==> src/rtl/bcd_countdown_if.sv <==
// rtl/bcd_countdown_if.sv - control and display bundle between the game FSM and the BCD countdown
interface bcd_countdown_if;
    logic        timebase;
    logic        counter_clr;
    logic        counter_en;
    logic [15:0] bcd;
    logic        counter_z;
    logic        zero_pulse;
    logic [3:0]  blank;

    modport master (
        output timebase, counter_clr, counter_en,
        input  bcd, counter_z, zero_pulse, blank
    );

    modport slave (
        input  timebase, counter_clr, counter_en,
        output bcd, counter_z, zero_pulse, blank
    );
endinterface

==> src/rtl/bcd_countdown.sv <==
// rtl/bcd_countdown.sv - prescaled BCD countdown with clear, zero saturation and terminal pulse
// Optional leading-zero blanking mask when BCD_COUNTDOWN_BLANK_EN is defined.
module bcd_countdown #(
    parameter logic [15:0] PRESET   = 16'h2000,
    parameter int          TICK_DIV = 1
) (
    input  logic          clk,
    input  logic          reset,
    bcd_countdown_if.slave bus
);
    localparam int PRE_W = (TICK_DIV > 1) ? $clog2(TICK_DIV) : 1;
    localparam logic [PRE_W-1:0] PRE_LAST = PRE_W'(TICK_DIV - 1);

    logic [15:0]      value, value_nxt;
    logic [PRE_W-1:0] pre, pre_nxt;
    logic             pulse, pulse_nxt;
    logic [15:0]      value_dec;

    // Ripple borrow from d0 upward; a zero digit wraps to 9 and passes the borrow on.
    function automatic logic [15:0] bcd_dec(input logic [15:0] v);
        logic [15:0] r;
        logic        borrow;
        r      = v;
        borrow = 1'b1;
        for (int i = 0; i < 4; i++) begin
            if (borrow) begin
                if (v[4*i +: 4] == 4'd0) begin
                    r[4*i +: 4] = 4'd9;
                end else begin
                    r[4*i +: 4] = v[4*i +: 4] - 4'd1;
                    borrow      = 1'b0;
                end
            end
        end
        return r;
    endfunction

    assign value_dec = bcd_dec(value);

    always_comb begin
        value_nxt = value;
        pre_nxt   = pre;
        pulse_nxt = 1'b0;
        if (bus.counter_clr) begin
            value_nxt = PRESET;
            pre_nxt   = '0;
        end else if (bus.counter_en && bus.timebase && (value != 16'h0000)) begin
            if (pre == PRE_LAST) begin
                pre_nxt   = '0;
                value_nxt = value_dec;
                pulse_nxt = (value_dec == 16'h0000);
            end else begin
                pre_nxt = pre + PRE_W'(1);
            end
        end
    end

    always_ff @(posedge clk or negedge reset) begin
        if (!reset) begin
            value <= PRESET;
            pre   <= '0;
            pulse <= 1'b0;
        end else begin
            value <= value_nxt;
            pre   <= pre_nxt;
            pulse <= pulse_nxt;
        end
    end

    assign bus.bcd        = value;
    assign bus.counter_z  = (value == 16'h0000);
    assign bus.zero_pulse = pulse;

`ifdef BCD_COUNTDOWN_BLANK_EN
    // d0 is never blanked so an all-zero count still shows a single "0".
    function automatic logic [3:0] blank_of(input logic [15:0] v);
        logic [3:0] b;
        b[3] = (v[15:12] == 4'd0);
        b[2] = b[3] && (v[11:8] == 4'd0);
        b[1] = b[2] && (v[7:4] == 4'd0);
        b[0] = 1'b0;
        return b;
    endfunction

    logic [3:0] blank_q;

    always_ff @(posedge clk or negedge reset) begin
        if (!reset) begin
            blank_q <= blank_of(PRESET);
        end else begin
            blank_q <= blank_of(value_nxt);
        end
    end

    assign bus.blank = blank_q;
`else
    assign bus.blank = 4'b0000;
`endif
endmodule

==> src/flat_wrapper.sv <==
// flat-port wrapper written by rule: the top's interface ports become plain ports
module bcd_countdown_flat 
#(
    parameter logic [15:0] PRESET   = 16'h2000,
    parameter int          TICK_DIV = 1
)
  (clk, reset, bus_timebase, bus_counter_clr, bus_counter_en, bus_bcd, bus_counter_z, bus_zero_pulse, bus_blank);
  bcd_countdown_if bus_i ();
  input  logic clk;
  input  logic reset;
  input wire logic [$bits(bus_i.timebase)-1:0] bus_timebase;
  input wire logic [$bits(bus_i.counter_clr)-1:0] bus_counter_clr;
  input wire logic [$bits(bus_i.counter_en)-1:0] bus_counter_en;
  output wire logic [$bits(bus_i.bcd)-1:0] bus_bcd;
  output wire logic [$bits(bus_i.counter_z)-1:0] bus_counter_z;
  output wire logic [$bits(bus_i.zero_pulse)-1:0] bus_zero_pulse;
  output wire logic [$bits(bus_i.blank)-1:0] bus_blank;
  assign bus_i.timebase = bus_timebase;
  assign bus_i.counter_clr = bus_counter_clr;
  assign bus_i.counter_en = bus_counter_en;
  assign bus_bcd = bus_i.bcd;
  assign bus_counter_z = bus_i.counter_z;
  assign bus_zero_pulse = bus_i.zero_pulse;
  assign bus_blank = bus_i.blank;
  bcd_countdown #(.PRESET(PRESET), .TICK_DIV(TICK_DIV)) u_core (.clk(clk), .reset(reset), .bus(bus_i));
endmodule
==> config.mk <==
export PLATFORM = sky130hd
export DESIGN_NAME = bcd_countdown_flat
export DESIGN_NICKNAME = d
export VERILOG_FILES = /design/src/rtl/bcd_countdown_if.sv /design/src/rtl/bcd_countdown.sv /design/src/flat_wrapper.sv
export SDC_FILE = /design/constraint.sdc
export NUM_CORES = 1
export LEC_CHECK = 0
export BUFFER_PORTS_ARGS = -buffer_cell sky130_fd_sc_hd__clkbuf_2
export CAP_MARGIN = 15
export CORE_ASPECT_RATIO = 0.6
export CORE_MARGIN = 2
export CORE_UTILIZATION = 45
export DETAILED_ROUTE_END_ITERATION = 10
export PLACE_DENSITY = 0.72
export SLEW_MARGIN = 20
export SYNTH_ARGS = -nofsm -noshare
export SYNTH_HDL_FRONTEND = slang
export SYNTH_SLANG_ARGS = --single-unit
==> constraint.sdc <==
create_clock -name clk -period 2.4 [get_ports clk]
set_clock_uncertainty 0.15 [all_clocks]
set_input_delay 0.12 -clock clk [delete_from_list [all_inputs] [get_ports clk]]
set_output_delay 0.12 -clock clk [all_outputs]
set_load 0.02 [all_outputs]
**After elaboration in Yosys (flattened, before gate mapping)**

Index checks and enable logic that the tools add are counted.

- Register bits after elaboration: 18
- Input port bits: 5
- Output and inout port bits: 22
- Logic and storage cells: 41

- Add/subtract/negate cells: 5
- Equality and inequality tests: 1
- Muxes and demuxes: 21
- Reduce and logical (&&, ||, !) cells: 11

Operators by type and width:

| operator | number |
|---|---|
| two-way mux 16 bit | 3 |
| logical NOT 16 bit | 2 |
| two-way mux 4 bit | 7 |
| logical NOT 4 bit | 4 |
| nonzero test 16 bit | 1 |
| subtractor 4 x 1 -> 4 bit (second input constant) | 4 |
| two-way mux 1 bit | 11 |
| logical AND 1 bit | 2 |
| inequality test 2 bit (second input constant) | 1 |
| AND reduction 2 bit | 1 |
| nonzero test 2 bit | 1 |
| adder 1 bit (second input constant) | 1 |

**Depth between registers and ports, before layout**

- Depth after elaboration: 9
- Gate-level depth with buffers: 7
- Gate-level depth less buffers: 6

**Worst setup path after synthesis**

Ideal clock, no wire load.

- Kind: reg-to-reg
- Start point: reg u_core.value[0], in the netlist u_core.bus.bcd[0]
- End point: reg u_core.value[8], in the netlist u_core.bus.bcd[8]
- Setup time: 78 ps
- Arrival: 2358 ps
- Data required time: 2172 ps
- Slack: -186 ps
- Cell stages (with the launch flop): 8
- Path buffers: 1
- Period minus slack after synthesis: 2586 ps
- Path through: dfrtp_1 inv_1 ha_1 or3b_1 buf_2 or4_4 or4_1 a21oi_1

- Word-level cells in the longest chain between the ends: 7
- Elaborated cells between the ends (all ways): 11
- Classes of those cells: 6 x mux; 5 x reduce/logical

RTL lines:

| what | RTL line | text |
|---|---|---|
| start: declaration | bcd_countdown.sv:14 | `logic [15:0] value, value_nxt;` |
| start signal: assignment | bcd_countdown.sv:64 | `value <= value_nxt;` |
| logical NOT 4 bit | bcd_countdown.sv:27 | `if (v[4*i +: 4] == 4'd0) begin` |
| two-way mux 1 bit | bcd_countdown.sv:27 |  |
| two-way mux 1 bit | bcd_countdown.sv:26 | `if (borrow) begin` |
| two-way mux 4 bit | bcd_countdown.sv:26 |  |
| two-way mux 16 bit | bcd_countdown.sv:48 | `if (pre == PRE_LAST) begin` |
| two-way mux 16 bit | bcd_countdown.sv:47 | `end else if (bus.counter_en && bus.timebase && (value != 16'h0000)) begin` |
| two-way mux 16 bit | bcd_countdown.sv:44 | `if (bus.counter_clr) begin` |

Several ways; a longest one is shown, not always the timed one. The select of a mux whose other input is x is not followed.
A chain may end at the register's enable or synchronous reset.

**Worst setup path in the final report**

- Start point: reg u_core.value[1], in the netlist u_core.bus.bcd[1]
- End point: reg u_core.value[8], in the netlist u_core.bus.bcd[8]

Same word-level chain as after synthesis.

==> flow_metrics.tcl <==
set metrics [dict create \
    die_outline_height_um 42.45 \
    worst_r2r_endpoint "u_core.bus.bcd[8]" \
    cts_sinks 17 \
    final_min_period_over_clock_period_pct 98.45 \
    dp_hpwl_um 2074 \
    fmaxAchievable_mhz 423.2 \
    worst_path_largest_cell_delay_ns 0.53 \
    ys_seq_area_share_pct 38.49 \
    rsz_0062_raised_after_global_routing "true" \
    power_density_nw_per_um2 592.2 \
    cp_cell_sequence "inv_4 -> ha_4 -> or3b_4 -> or4_4 -> or4_4 -> a21oi_2" \
    critical_path.max_fanout 5 \
    post_route_cells_drive_above_1_share_pct 31.37 \
    postSynth.topFlopCell "sky130_fd_sc_hd__dfrtp_1" \
    cts-buffers-inserted 3 \
    synthDistinctLibCells 39 \
    cap_viol_max_count 0 \
    max_slew.worst_pin.slew_ns 0.5077 \
    drc 0 \
    totalWireLength_um 2938 \
    crit_type "reg2reg" \
    clkTransAtPathRegs_ns 0.07 \
    finalHoldViolations 0 \
    hold_path_class "in2reg" \
    cp_top_family "simple AND/OR/NAND/NOR gates" \
    timing.critical_path.arrival_ns 2.39 \
    synthToLayoutAreaGrowth_pct 23.93 \
    grt_util_all_layers_pct 22.51 \
    mostFrequentLayoutCell "sky130_fd_sc_hd__clkbuf_2" \
    setup-violations-final 0 \
    synth-seq-cells 17 \
    status "completed" \
    grt_first_pass_wirelength_um 4843 \
    worstPathRequired_ns 2.43 \
    r2r_cells 6 \
    crit-reg2reg-launch "u_core.bus.bcd[1]" \
    nFillCells 210 \
    ant_nets 0 \
    number_of_synthesized_flops_with_an_enable_pin 0 \
    cts_max_path_buffers 2 \
    placement.cell_area_um2 1285 \
    detailedRoute.firstPassIterationCount 4 \
    holdPathStages 2 \
    antenna_cells_inserted 0 \
    post_synth_instance_area_um2 1109 \
    worstHoldEndpoint "u_core.bus.bcd[8]" \
    rel_slew_slack_pct 65.67 \
    synthesis.area_per_instance_um2 8.940 \
    crit_slowest_cell "sky130_fd_sc_hd__or4_4" \
    grt_max_degree 20 \
    stdcell_count 183 \
    drt-vias-per-instance 5.995 \
    numPortBuffers 22 \
    synth-async-reset-ratio_pct 100.0 \
    total_power_draw_mw 0.8135 \
    io-pin-count 27 \
    die_width_um 68.08 \
    vias 1097 \
    grt_pass1_vias 976 \
    yosys_warnings 0 \
    h_tree_levels 1 \
    setup.reg_to_reg.worst_slack_ns 0.04 \
    worstPathBufferInverterCount 1 \
    number_of_nets_in_the_final_layout 162 \
    timing.critical_path.from_type "register" \
    final.min_clock_period_ns 2.363 \
    drt_iter0_markers 65 \
    antenna_found_initial 0 \
    worst_skew_pair.late_latency_ns 0.25 \
    die_area_um2 2889 \
    cts.root.buffer_cell "sky130_fd_sc_hd__clkbuf_8" \
    max-vdd-ir-drop_uv 371.9 \
    floorplan_core_area_um2 2245 \
    commonest_non_fill_non_tap_cells_in_the_layout "sky130_fd_sc_hd__clkbuf_2, sky130_fd_sc_hd__dfrtp_1, sky130_fd_sc_hd__buf_4, sky130_fd_sc_hd__a21oi_1, sky130_fd_sc_hd__nor2_1" \
    fin_tns_setup_ns 0 \
    start_util_pct 49.39 \
    stdcell_area_um2 1374 \
    worst_hold_path_startpoint "bus_counter_clr" \
    crit_path_end_kind "register" \
    finalMaxSlewViolations 0 \
    power.static_leakage_nw 0.6281 \
    wl_per_cell_um 16.05 \
    finalWeightedCongestion 0.9065 \
    grt_remaining_overflow 0 \
    synthesis.instances 124 \
    tritoncts_clock_tree "yes" \
    placement_rows 13 \
    total_placed_cells_including_tap_cells 176 \
    critical-path-top-cell-by-count "sky130_fd_sc_hd__or4_4" \
]
==> per-stage QoR <==
step | util, % | setup WS (ns) | hold slack, ns
finish | 61.20 | 0.03724 | 0.1461
global route | 61.20 | -0.02048 | 0.1631
CTS | 59.81 | 0.01673 | 0.1558
detailed placement | 57.25 | 0.02234 | -0.06911
global placement | 57.25 | 0.07441 | -0.07253
floorplan | - | -0.04605 | -0.3256
==> worst max path at each step <==
stage	start	end	slack, ns	cells past startpoint
after detailed placement	u_core.bus.bcd[1]	u_core.bus.bcd[8]	0.02	6
after CTS	u_core.bus.bcd[1]	u_core.bus.bcd[8]	0.02	6
after floorplan	u_core.bus.bcd[1]	u_core.bus.bcd[8]	-0.05	7
after global routing	u_core.bus.bcd[1]	u_core.bus.bcd[8]	-0.02	6
after global placement	u_core.bus.bcd[1]	u_core.bus.bcd[8]	0.07	6
final	u_core.bus.bcd[1]	u_core.bus.bcd[8]	0.04	6
==> routing by layer <==
metal / vias up / GRT usage (%) / share of wire [%]
met5: - / 0 / 0
met4: 0 / 3.600 / 0.34
met3: 2 / 6.452 / 7.6
met2: 46 / 30.10 / 43
met1: 524 / 35.61 / 49
li1: 525 / - / -
==> where the power goes <==
part / switching, mW / internal [mW]
Clock: 0.0970 / 0.118
Sequential: 0.0300 / 0.305
Combinational: 0.152 / 0.111
Total: 0.279 / 0.535
==> kinds of logic after synthesis <==
family | share of synthesized area [%]
compound gates | 16.93
xor+xnor | 2.371
fa+ha+maj | 3.386
buf+inv | 7.900
flops | 38.49
mux | 1.919
other cells | 0.3383
simple gates | 28.67
==> area by class of cell <==
class / instances / area [um^2] / share of cell area, %
Inverter: 4 / 20.02 / 1.457
Clock buffer: 4 / 45.04 / 3.279
Tap cell: 30 / 37.54 / 2.732
Multi-Input combinational cell: 93 / 631.9 / 45.99
Sequential cell: 17 / 429.2 / 31.24
Timing Repair Buffer: 35 / 210.2 / 15.30
==> sequential cells by signal, summed over array words and instances (netlist names) <==
register               flops
u_core.bus.bcd            16
u_core.bus.zero_pulse      1
==> worst register-to-register path: stages (launching register included) <==
cell and delay (ns):
sky130_fd_sc_hd__dfrtp_2 0.42, sky130_fd_sc_hd__inv_4 0.08, sky130_fd_sc_hd__ha_4 0.15, sky130_fd_sc_hd__or3b_4 0.38, sky130_fd_sc_hd__or4_4 0.45, sky130_fd_sc_hd__or4_4 0.54, sky130_fd_sc_hd__a21oi_2 0.13
==> synth_stat cells (4+ instances only) <==
| library cell | number | share of area (%) |
|---|---|---|
| sky130_fd_sc_hd__nand4_1 | 4 | 2.3 |
| sky130_fd_sc_hd__clkbuf_1 | 7 | 2.4 |
| sky130_fd_sc_hd__a21oi_1 | 12 | 5.4 |
| sky130_fd_sc_hd__nor2_1 | 9 | 3.0 |
| sky130_fd_sc_hd__nand2_1 | 4 | 1.4 |
| sky130_fd_sc_hd__inv_1 | 4 | 1.4 |
| sky130_fd_sc_hd__o21ai_0 | 6 | 2.7 |
| sky130_fd_sc_hd__buf_4 | 4 | 2.7 |
| sky130_fd_sc_hd__nor3_1 | 5 | 2.3 |
| sky130_fd_sc_hd__nor4_1 | 5 | 2.8 |
| sky130_fd_sc_hd__or4_1 | 4 | 2.7 |
| sky130_fd_sc_hd__dfrtp_1 | 16 | 36 |
| sky130_fd_sc_hd__o31ai_1 | 5 | 3.4 |
==> repair_timing <==
| item | CTS | global route |
|---|---|---|
| buffers inserted | 0 | 2 |
| resized for setup | 1 | 5 |
| endpoints found under the hold margin | 17 | 0 |
| endpoints found under the setup margin | 1 | 2 |
| hold buffers | 1 | 0 |
| pin swaps | 0 | 0 |
(Power assumes the default switching activity.)
